### src/rtl/fifo_ctrl_pkg.sv
// Shared types and defaults for the FIFO read-side arbiter.
package fifo_ctrl_pkg;

  typedef enum logic {
    IDLE  = 1'b0,
    BURST = 1'b1
  } arb_state_e;

  localparam int BURST_MAX_DEF = 4;

endpackage

### src/rtl/fifo_rd_arbiter_rr_pick.sv
// Combinational round-robin picker: first set request after last_id, wrapping modulo NUM_REQ.
module rr_pick #(
  parameter int NUM_REQ = 4
) (
  input  logic [NUM_REQ-1:0]         req,
  input  logic [$clog2(NUM_REQ)-1:0] last_id,
  output logic [NUM_REQ-1:0]         pick_oh,
  output logic [$clog2(NUM_REQ)-1:0] pick_id,
  output logic                       pick_valid
);
  import fifo_ctrl_pkg::*;

  localparam int IDW = $clog2(NUM_REQ);

  logic [IDW-1:0] idx;

  always_comb begin
    // NOTE: every output of a combinational block gets a default first, so no path leaves it unassigned (no latch).
    pick_oh    = '0;
    pick_id    = '0;
    pick_valid = 1'b0;
    idx        = '0;
    for (int k = 1; k <= NUM_REQ; k++) begin
      idx = IDW'((int'(last_id) + k) % NUM_REQ);
      if (!pick_valid && req[idx]) begin
        pick_valid   = 1'b1;
        pick_oh[idx] = 1'b1;
        pick_id      = idx;
      end
    end
  end

endmodule

### src/rtl/fifo_rd_arbiter.sv
// Round-robin burst arbiter sharing one FIFO read port among NUM_REQ consumers.
// Optional macro FIFO_RD_ARB_STATS_EN adds a saturating drain_cnt output.
module fifo_rd_arbiter
  import fifo_ctrl_pkg::*;
#(
  parameter int NUM_REQ    = 4,
  parameter int DATA_WIDTH = 8,
  parameter int BURST_MAX  = BURST_MAX_DEF
) (
  input  logic                       rclk,
  input  logic                       rrst,
  input  logic                       empty,
  input  logic [DATA_WIDTH-1:0]      rdata,
  input  logic [NUM_REQ-1:0]         req,
  output logic                       r_en,
  output logic [NUM_REQ-1:0]         gnt,
  output logic                       out_valid,
  output logic [DATA_WIDTH-1:0]      out_data,
  output logic [$clog2(NUM_REQ)-1:0] out_id
`ifdef FIFO_RD_ARB_STATS_EN
  ,
  output logic [15:0]                drain_cnt
`endif
);

  localparam int IDW    = $clog2(NUM_REQ);
  localparam int BEAT_W = $clog2(BURST_MAX + 1);
  localparam logic [BEAT_W-1:0] BEAT_LAST = BEAT_W'(BURST_MAX);
  localparam logic [IDW-1:0]    ID_LAST   = IDW'(NUM_REQ - 1);

  arb_state_e          state_q, state_d;
  logic [NUM_REQ-1:0]  gnt_q, gnt_d;
  logic [IDW-1:0]      id_q, id_d;
  logic [IDW-1:0]      last_id_q, last_id_d;
  logic [BEAT_W-1:0]   beat_q, beat_d;
  logic                out_valid_q;
  logic [IDW-1:0]      out_id_q;
  logic                rd_c;

  logic [NUM_REQ-1:0]  pick_oh;
  logic [IDW-1:0]      pick_id;
  logic                pick_valid;

  rr_pick #(.NUM_REQ(NUM_REQ)) u_rr_pick (
    .req        (req),
    .last_id    (last_id_q),
    .pick_oh    (pick_oh),
    .pick_id    (pick_id),
    .pick_valid (pick_valid)
  );

  always_comb begin
    state_d   = state_q;
    gnt_d     = gnt_q;
    id_d      = id_q;
    last_id_d = last_id_q;
    beat_d    = beat_q;
    rd_c      = 1'b0;
    unique case (state_q)
      IDLE: begin
        if (pick_valid && !empty) begin
          state_d = BURST;
          gnt_d   = pick_oh;
          id_d    = pick_id;
          beat_d  = '0;
        end
      end
      BURST: begin
        rd_c = req[id_q] && !empty;
        if (rd_c) beat_d = beat_q + 1'b1;
        // Leave on the edge that registers the last allowed read, or as soon as no read happens.
        if (!rd_c || beat_d == BEAT_LAST) begin
          state_d   = IDLE;
          gnt_d     = '0;
          last_id_d = id_q;
        end
      end
      default: state_d = IDLE;
    endcase
  end

  // Reset gates the read so an aborted burst never pops a word nobody will see.
  assign r_en = rd_c && !rrst;

  always_ff @(posedge rclk) begin
    // NOTE: sequential state uses non-blocking assignments so all flops update together at the edge.
    if (rrst) begin
      state_q     <= IDLE;
      gnt_q       <= '0;
      id_q        <= '0;
      last_id_q   <= ID_LAST;
      beat_q      <= '0;
      out_valid_q <= 1'b0;
      out_id_q    <= '0;
    end else begin
      state_q     <= state_d;
      gnt_q       <= gnt_d;
      id_q        <= id_d;
      last_id_q   <= last_id_d;
      beat_q      <= beat_d;
      out_valid_q <= r_en;
      out_id_q    <= id_q;
    end
  end

  assign gnt       = gnt_q;
  assign out_valid = out_valid_q;
  assign out_id    = out_id_q;
  assign out_data  = rdata;

`ifdef FIFO_RD_ARB_STATS_EN
  logic [15:0] drain_cnt_q, drain_cnt_d;

  always_comb begin
    drain_cnt_d = drain_cnt_q;
    if (r_en && drain_cnt_q != 16'hFFFF) drain_cnt_d = drain_cnt_q + 16'd1;
  end

  always_ff @(posedge rclk) begin
    if (rrst) drain_cnt_q <= '0;
    else      drain_cnt_q <= drain_cnt_d;
  end

  assign drain_cnt = drain_cnt_q;
`endif

endmodule

### config.mk
export PLATFORM = sky130hd
export DESIGN_NAME = fifo_rd_arbiter
export DESIGN_NICKNAME = d
export VERILOG_FILES = /design/src/rtl/fifo_ctrl_pkg.sv /design/src/rtl/fifo_rd_arbiter_rr_pick.sv /design/src/rtl/fifo_rd_arbiter.sv
export SDC_FILE = /design/constraint.sdc
export NUM_CORES = 1
export LEC_CHECK = 0
export ABC_AREA = 1
export CAP_MARGIN = 20
export CORE_MARGIN = 3
export CORE_UTILIZATION = 53
export DETAILED_ROUTE_END_ITERATION = 10
export HOLD_SLACK_MARGIN = 0.08
export PLACE_DENSITY_LB_ADDON = 0.08
export SLEW_MARGIN = 15
export SYNTH_ARGS = -nofsm -noshare
export SYNTH_HDL_FRONTEND = slang
export SYNTH_SLANG_ARGS = --single-unit
### constraint.sdc
create_clock -name rclk -period 4.08 [get_ports rclk]
set_clock_uncertainty 0.2 [all_clocks]
set_input_delay 0.408 -clock rclk [delete_from_list [all_inputs] [get_ports rclk]]
set_output_delay 0.408 -clock rclk [all_outputs]
set_load 0.01 [all_outputs]
==> results of run 1 <==
[cell families (layout without fill, tap and decap cells)]
family | after synthesis | count (layout) | synth area share (%)
simple gates | 105 | 105 | 44.65
buf+inv | 36 | 45 | 14.13
compound gates | 16 | 16 | 8.146
flops | 15 | 15 | 23.55
fa+ha+maj | 9 | 9 | 8.832
xor+xnor | 1 | 1 | 0.6871
[sequential cells by signal, summed over array words and instances (netlist names)]
name	flops
id_q	2
last_id_q	2
beat_q	3
out_valid	1
state_q	1
gnt	4
out_id	2
[routing by layer]
layer | up-vias | track usage, %
li1 | 595 | -
met1 | 531 | 24.80
met2 | 34 | 31.69
met3 | 6 | 5.094
met4 | 0 | 2.834
met5 | - | 0
[stage by stage]
step	worst slack (ns)	util (%)	hold slack (ns)	cells	total power, mW
final	1.455	62.38	0.2942	219	0.5100
after global routing	1.313	62.38	0.3327	219	0.5468
after CTS	1.441	62.38	0.2989	219	0.5111
after detailed placement	1.445	61.15	0.2865	215	0.4249
after global placement	1.479	61.15	0.2770	215	0.4183
after floorplan	2.105	-	0.2486	182	0.3730
[area by class of cell]
class,count,area share (%)
Sequential cell,15,21.35
Multi-Input combinational cell,131,56.49
Inverter,27,7.740
Tap cell,28,2.491
Clock buffer,3,1.601
Clock inverter,1,0.3559
Timing Repair Buffer,14,9.964
[worst min-delay path by stage]
stage                     slack [ns]                    from                   endpoint  cells after the start
final                           0.29  beat_q[1]$_SDFFE_PP0P_     beat_q[1]$_SDFFE_PP0P_                      2
after global routing            0.33    id_q[1]$_SDFFE_PP0P_  last_id_q[1]$_SDFFE_PP1P_                      2
after CTS                       0.30  beat_q[1]$_SDFFE_PP0P_     beat_q[1]$_SDFFE_PP0P_                      2
after detailed placement        0.29  beat_q[1]$_SDFFE_PP0P_     beat_q[1]$_SDFFE_PP0P_                      2
after global placement          0.28  beat_q[1]$_SDFFE_PP0P_     beat_q[1]$_SDFFE_PP0P_                      2
after floorplan                 0.25  beat_q[0]$_SDFFE_PP0P_     beat_q[0]$_SDFFE_PP0P_                      1
[power breakdown]
part           leakage (nW)  internal (mW)  switching (mW)
logic                 0.542         0.0925           0.147
registers             0.123          0.163          0.0211
clock network        0.0177         0.0365          0.0495
total                 0.683          0.292           0.218
[worst min-delay path, delay by kind of cell (launching register included)]
kind | cells | cell delay [ns]
DFF | 1 | 0.33
and+or+nand+nor | 1 | 0.07
AOI/OAI and AO/OA | 1 | 0.05
[cell usage in the layout, fill, tap and decap left out, types with 3 or more instances in the layout]
cell type                         instances
sky130_fd_sc_hd__nor2_2                   4
sky130_fd_sc_hd__nor3_1                   5
sky130_fd_sc_hd__nand2_1                 37
sky130_fd_sc_hd__inv_2                    3
sky130_fd_sc_hd__nand4_1                  5
sky130_fd_sc_hd__nand3_2                  4
sky130_fd_sc_hd__clkbuf_4                 3
sky130_fd_sc_hd__dfxtp_1                 15
sky130_fd_sc_hd__nand3_1                 19
sky130_fd_sc_hd__ha_1                     9
sky130_fd_sc_hd__nor2_1                  10
sky130_fd_sc_hd__nand2_2                 15
sky130_fd_sc_hd__a21oi_1                  5
sky130_fd_sc_hd__clkdlybuf4s50_1         14
sky130_fd_sc_hd__inv_1                   20
sky130_fd_sc_hd__a21boi_0                 4
==> flow_metrics.env, run 1 <==
export IMPL_numCtsBuffers=3
export IMPL_grt_antenna_before_repair=0
export IMPL_crit_path_end="r_en"
export IMPL_cts_sinks=15
export IMPL_post_dp_hpwl_um=2008
export IMPL_wirelength_met1_um=1259
export IMPL_drt_drc_violations_left=0
export IMPL_fmax_mhz=381.0
export IMPL_dpl_cell_area_um2=1379
export IMPL_route_final_wire_length_um=2620
export IMPL_area_delta_synth_final_pct=10.30
export IMPL_postSynth_topFlopCell="sky130_fd_sc_hd__dfxtp_1"
export IMPL_final_seq_area_um2=300.3
export IMPL_wire_length_of_the_first_global_routing_pass_um=4271
export IMPL_num_vias=1166
export IMPL_critical_path_n_buffers_inverters=3
export IMPL_startpoint_type="input pin"
export IMPL_hold_viol=0
export IMPL_gr_usage_all_layers_pct=18.96
export IMPL_asyncSetResetFlopFracSynth_pct=0
export IMPL_worstMarginPinSlew_ns=0.6121
export IMPL_yosysUniqueCellTypes=29
export IMPL_design_die_area_um2=3030
export IMPL_detail_route_iter0_violations=32
export IMPL_power_density_nw_per_um2=362.7
export IMPL_finish_net_count=216
export IMPL_period_share_pct=64.33
export IMPL_drive_gt1_share_pct=20.94
export IMPL_yosys_cell_count_top_type="sky130_fd_sc_hd__nand2_1"
export IMPL_synthTopCellsByArea="sky130_fd_sc_hd__dfxtp_1 24%, sky130_fd_sc_hd__nand2_1 11%, sky130_fd_sc_hd__ha_1 8.8%"
export IMPL_crit_required_ns=3.47
export IMPL_clock_tree_root="sky130_fd_sc_hd__clkbuf_4"
export IMPL_final_setup_viol_count=0
export IMPL_setup_worst_path_class="input pin to output pin"
export IMPL_grt_start_max_net_pins=15
export IMPL_first_global_vias=1049
export IMPL_synth_enable_flop_cells=0
export IMPL_syn_mean_instance_area_um2=7.005
export IMPL_postSynthCellCount=182
export IMPL_cts_clk_slew_worst_paths_ns=0.09
export IMPL_coreArea_um2=2255
export IMPL_synth_area_um2=1275
export IMPL_critical_path_depth=8
export IMPL_placement_io_buffers=14
export IMPL_route_met3_wl_um=126
export IMPL_vias_per_cell=5.324
export IMPL_dieHeight_um=55.05
export IMPL_final_max_slew_violation_count=0
export IMPL_mappedNetlistNets=206
export IMPL_synthDominantAreaCellType="sky130_fd_sc_hd__dfxtp_1"
export IMPL_yosysSeqAreaShare_pct=23.55
export IMPL_final_area_um2=1406
export IMPL_critPathTopFamily="buffers and inverters"
export IMPL_postCtsSetupRepairBufs=0
export IMPL_critical_path_max_fanout=6
export IMPL_cts_hold_fix_buffers=0
export IMPL_ff2ff_path_depth=12
export IMPL_end_kind="output pin"
export IMPL_rsz0062_at_grt="false"
export IMPL_detail_route_wl_per_cell_um=11.96
export IMPL_synth_top_area_share_pct=23.55
export IMPL_synth_common_cells="37 x sky130_fd_sc_hd__nand2_1, 20 x sky130_fd_sc_hd__inv_1, 19 x sky130_fd_sc_hd__nand3_1"
export IMPL_post_cts_resized=0
export IMPL_drv_max_cap_violation_count=0
export IMPL_globalRoute_totalOverflow=0
export IMPL_r2r_end="gnt[0]$_SDFFE_PP0P_"
export IMPL_area_of_the_multi_input_gates_um2=794.5
export IMPL_clockBufferDepth=2
export IMPL_num_antenna_cells=0
export IMPL_worst_path_largest_cell_delay_ns=0.56
export IMPL_die_width_um=55.05
export IMPL_final_setup_tns_ns=0
export IMPL_row_count=17
export IMPL_min_period_ns=2.625
export IMPL_worst_r2r_startpoint="last_id_q[0]$_SDFFE_PP1P_"
export IMPL_drt_pass1_iterations=5
export IMPL_worstPathCellList="clkdlybuf4s50_1 > inv_1 > nand2_1 > nand3_1 > nand2_2 > nand2_2 > nor3_1 > clkdlybuf4s50_1"
export IMPL_type_of_the_tightest_min_delay_check="flip-flop to flip-flop"
export IMPL_clock_tree_from_tritoncts="done"
export IMPL_start_util_pct=56.55
export IMPL_clock_tree_htree_level_count=1
export IMPL_clock_latency_ns=0.29
export IMPL_r2r_slack_ns=1.63
export IMPL_status="finished, final reports clean"
export IMPL_postSynthRegisterBits=15
export IMPL_maxUsedRoutingLayer="met4"
export IMPL_ir_drop_uv=289.1
export IMPL_critPathSlowestCell="sky130_fd_sc_hd__clkdlybuf4s50_1"
export IMPL_final_fill_count=217
export IMPL_yosys_warnings=0
export IMPL_critical_path_startpoint="req[2]"
export IMPL_ios=31
export IMPL_globalplace_congestion=0.8478
export IMPL_timing_max_slew_rel_slack_pct=59.14
export IMPL_total_length_of_routed_met2_wires_um=1215
export IMPL_static_leakage_power_nw=0.6827
export IMPL_ant_nets=0
export IMPL_worst_endpoint_arrival_ns=2.02
No activity file was read; power rests on OpenSTA's default activity.
==> run 2: changes to the inputs <==
CORE_ASPECT_RATIO = 0.5   (was not set)
CORE_UTILIZATION = 44   (was 53)
clock period = 2.4 ns   (was 4.08 ns; I/O delays follow)
==> run 2 against run 1 <==
Compared with the run above:
- die area increased by 19%
- final cell count grew 7.3%
- utilization decreased by 6.9 points
- critical path depth did not move
- flip-flop and latch count unchanged
- via count down 2.1%
- sequential share of layout area is 1.2 points lower
- critical endpoint unchanged
- hold slack worse by 0.014 ns
- setup slack worse by 1.3 ns
- critical path type unchanged
- register-to-register slack got worse by 1.2 ns
- clock-buffer cell count rose by 1
==> flow_metrics.env, run 2 (synthesis gave the netlist of run 1 again) <==
export IMPL_final_max_slew_violation_count=0
export IMPL_critical_path_startpoint="req[3]"
export IMPL_drt_pass1_iterations=4
export IMPL_placedCellCount=231
export IMPL_grt_start_max_net_pins=14
export IMPL_min_period_ns=2.235
export IMPL_route_final_wire_length_um=2604
export IMPL_num_antenna_cells=0
export IMPL_row_count=13
export IMPL_worst_endpoint_arrival_ns=1.79
export IMPL_largest_register_ff_count=4
export IMPL_ir_drop_uv=513.9
export IMPL_post_dp_hpwl_um=2100
export IMPL_first_global_vias=1061
export IMPL_post_cts_resized=0
export IMPL_drive_gt1_share_pct=23.23
export IMPL_coreArea_um2=2684
export IMPL_clock_latency_ns=0.24
export IMPL_gr_usage_all_layers_pct=15.96
export IMPL_cts_hold_fix_buffers=0
export IMPL_startpoint_type="input pin"
export IMPL_clock_tree_from_tritoncts="done"
export IMPL_dieHeight_um=44.07
export IMPL_start_util_pct=47.51
export IMPL_fmax_mhz=447.5
export IMPL_critical_path_max_fanout=3
export IMPL_area_delta_synth_final_pct=16.68
export IMPL_postCtsSetupRepairBufs=0
export IMPL_final_setup_tns_ns=0
export IMPL_static_leakage_power_nw=0.7202
export IMPL_detail_route_wl_per_cell_um=11.08
export IMPL_rsz0062_at_grt="false"
export IMPL_placement_io_buffers=14
export IMPL_clock_tree_root="sky130_fd_sc_hd__clkbuf_8"
export IMPL_vias_per_cell=4.860
export IMPL_post_layout_nonfiller_instances=235
export IMPL_timing_hold_worst_start="rdata[6]"
export IMPL_layout_cells_most_common="sky130_fd_sc_hd__nand2_1"
export IMPL_status="finished, final reports clean"
export IMPL_num_vias=1142
export IMPL_drv_max_cap_violation_count=0
export IMPL_grt_antenna_before_repair=0
export IMPL_clock_tree_htree_level_count=1
export IMPL_ant_nets=0
export IMPL_clockBufferDepth=2
export IMPL_wire_length_of_the_first_global_routing_pass_um=4498
export IMPL_crit_required_ns=1.96
export IMPL_ios=31
export IMPL_numCtsBuffers=3
export IMPL_detail_route_iter0_violations=39
export IMPL_mostFrequentLayoutCells="37 x sky130_fd_sc_hd__nand2_1, 20 x sky130_fd_sc_hd__inv_1, 19 x sky130_fd_sc_hd__nand3_1"
export IMPL_worstMarginPinSlew_ns=0.2643
export IMPL_design_die_area_um2=3619
export IMPL_hold_viol=0
export IMPL_end_kind="output pin"
export IMPL_globalplace_congestion=0.8097
export IMPL_cts_sinks=15
export IMPL_final_setup_viol_count=0
export IMPL_globalRoute_totalOverflow=0
export IMPL_timing_max_slew_rel_slack_pct=82.27
export IMPL_fin_util_pct=55.43
export IMPL_setup_worst_path_class="input pin to output pin"
export IMPL_finish_net_count=223
export IMPL_fin_hold_ws_ns=0.2800
export IMPL_worst_r2r_startpoint="last_id_q[0]$_SDFFE_PP1P_"
export IMPL_power_density_nw_per_um2=631.0
export IMPL_type_of_the_tightest_min_delay_check="input pin to output pin"
export IMPL_drt_drc_violations_left=0
export IMPL_period_share_pct=93.12
export IMPL_die_width_um=82.13
[run 2: report_power, final]
| group | internal [mW] | switching (mW) | leakage (nW) |
|---|---|---|---|
| registers | 0.278 | 0.0199 | 0.123 |
| clock network | 0.117 | 0.0827 | 0.0228 |
| logic | 0.173 | 0.267 | 0.574 |
| total | 0.569 | 0.370 | 0.720 |
[run 2: layout make-up]
type	instances	area (µm²)
clock buffers	4	45.04
fillers	273	1196
inverters	27	108.9
multi-input cells	131	794.5
flip-flops and latches	15	300.3
well taps	37	46.29
repair buffers	21	192.7
[run 2: metal layers]
| layer | GRT usage (%) | wire [µm] | up-vias |
|---|---|---|---|
| li1 | - | - | 609 |
| met5 | 0 | 0 | - |
| met3 | 4.268 | 110 | 4 |
| met2 | 25.36 | 1131 | 27 |
| met4 | 1.656 | 10 | 0 |
| met1 | 22.58 | 1352 | 502 |
[run 2: worst paths after layout]
kind                                                   to  slack (ns)  cells after the start
worst max-delay path                                 r_en        0.17                      8
worst min-delay path                          out_data[6]        0.28                      0
worst max register to register        gnt[0]$_SDFFE_PP0P_        0.42                     12
worst min register to register  last_id_q[1]$_SDFFE_PP1P_        0.28                      2
[run 2: critical path: stages]
cell                              delay (ns)
sky130_fd_sc_hd__clkdlybuf4s50_1        0.47
sky130_fd_sc_hd__inv_1                  0.08
sky130_fd_sc_hd__nand2_1                0.06
sky130_fd_sc_hd__nand3_1                0.08
sky130_fd_sc_hd__nand2_2                0.10
sky130_fd_sc_hd__nand2_2                0.06
sky130_fd_sc_hd__nor3_1                 0.13
sky130_fd_sc_hd__clkdlybuf4s50_1        0.56
[run 2: per-stage QoR]
stage                     cell area, µm²  power, mW  worst slack, ns
after floorplan                     1275     0.6341           0.4253
final                               1488     0.9388           0.1652
after detailed placement            1443     0.7457           0.1727
after global routing                1488      1.020          0.01327
after global placement              1443     0.7463           0.1714
after CTS                           1488     0.9493           0.1529
==> run 3: changes to the inputs <==
ABC_CLOCK_PERIOD_IN_PS = 2400   (was not set)
==> results of run 3 <==
No change in the layout: final DEF, timing and power equal those of run 2.
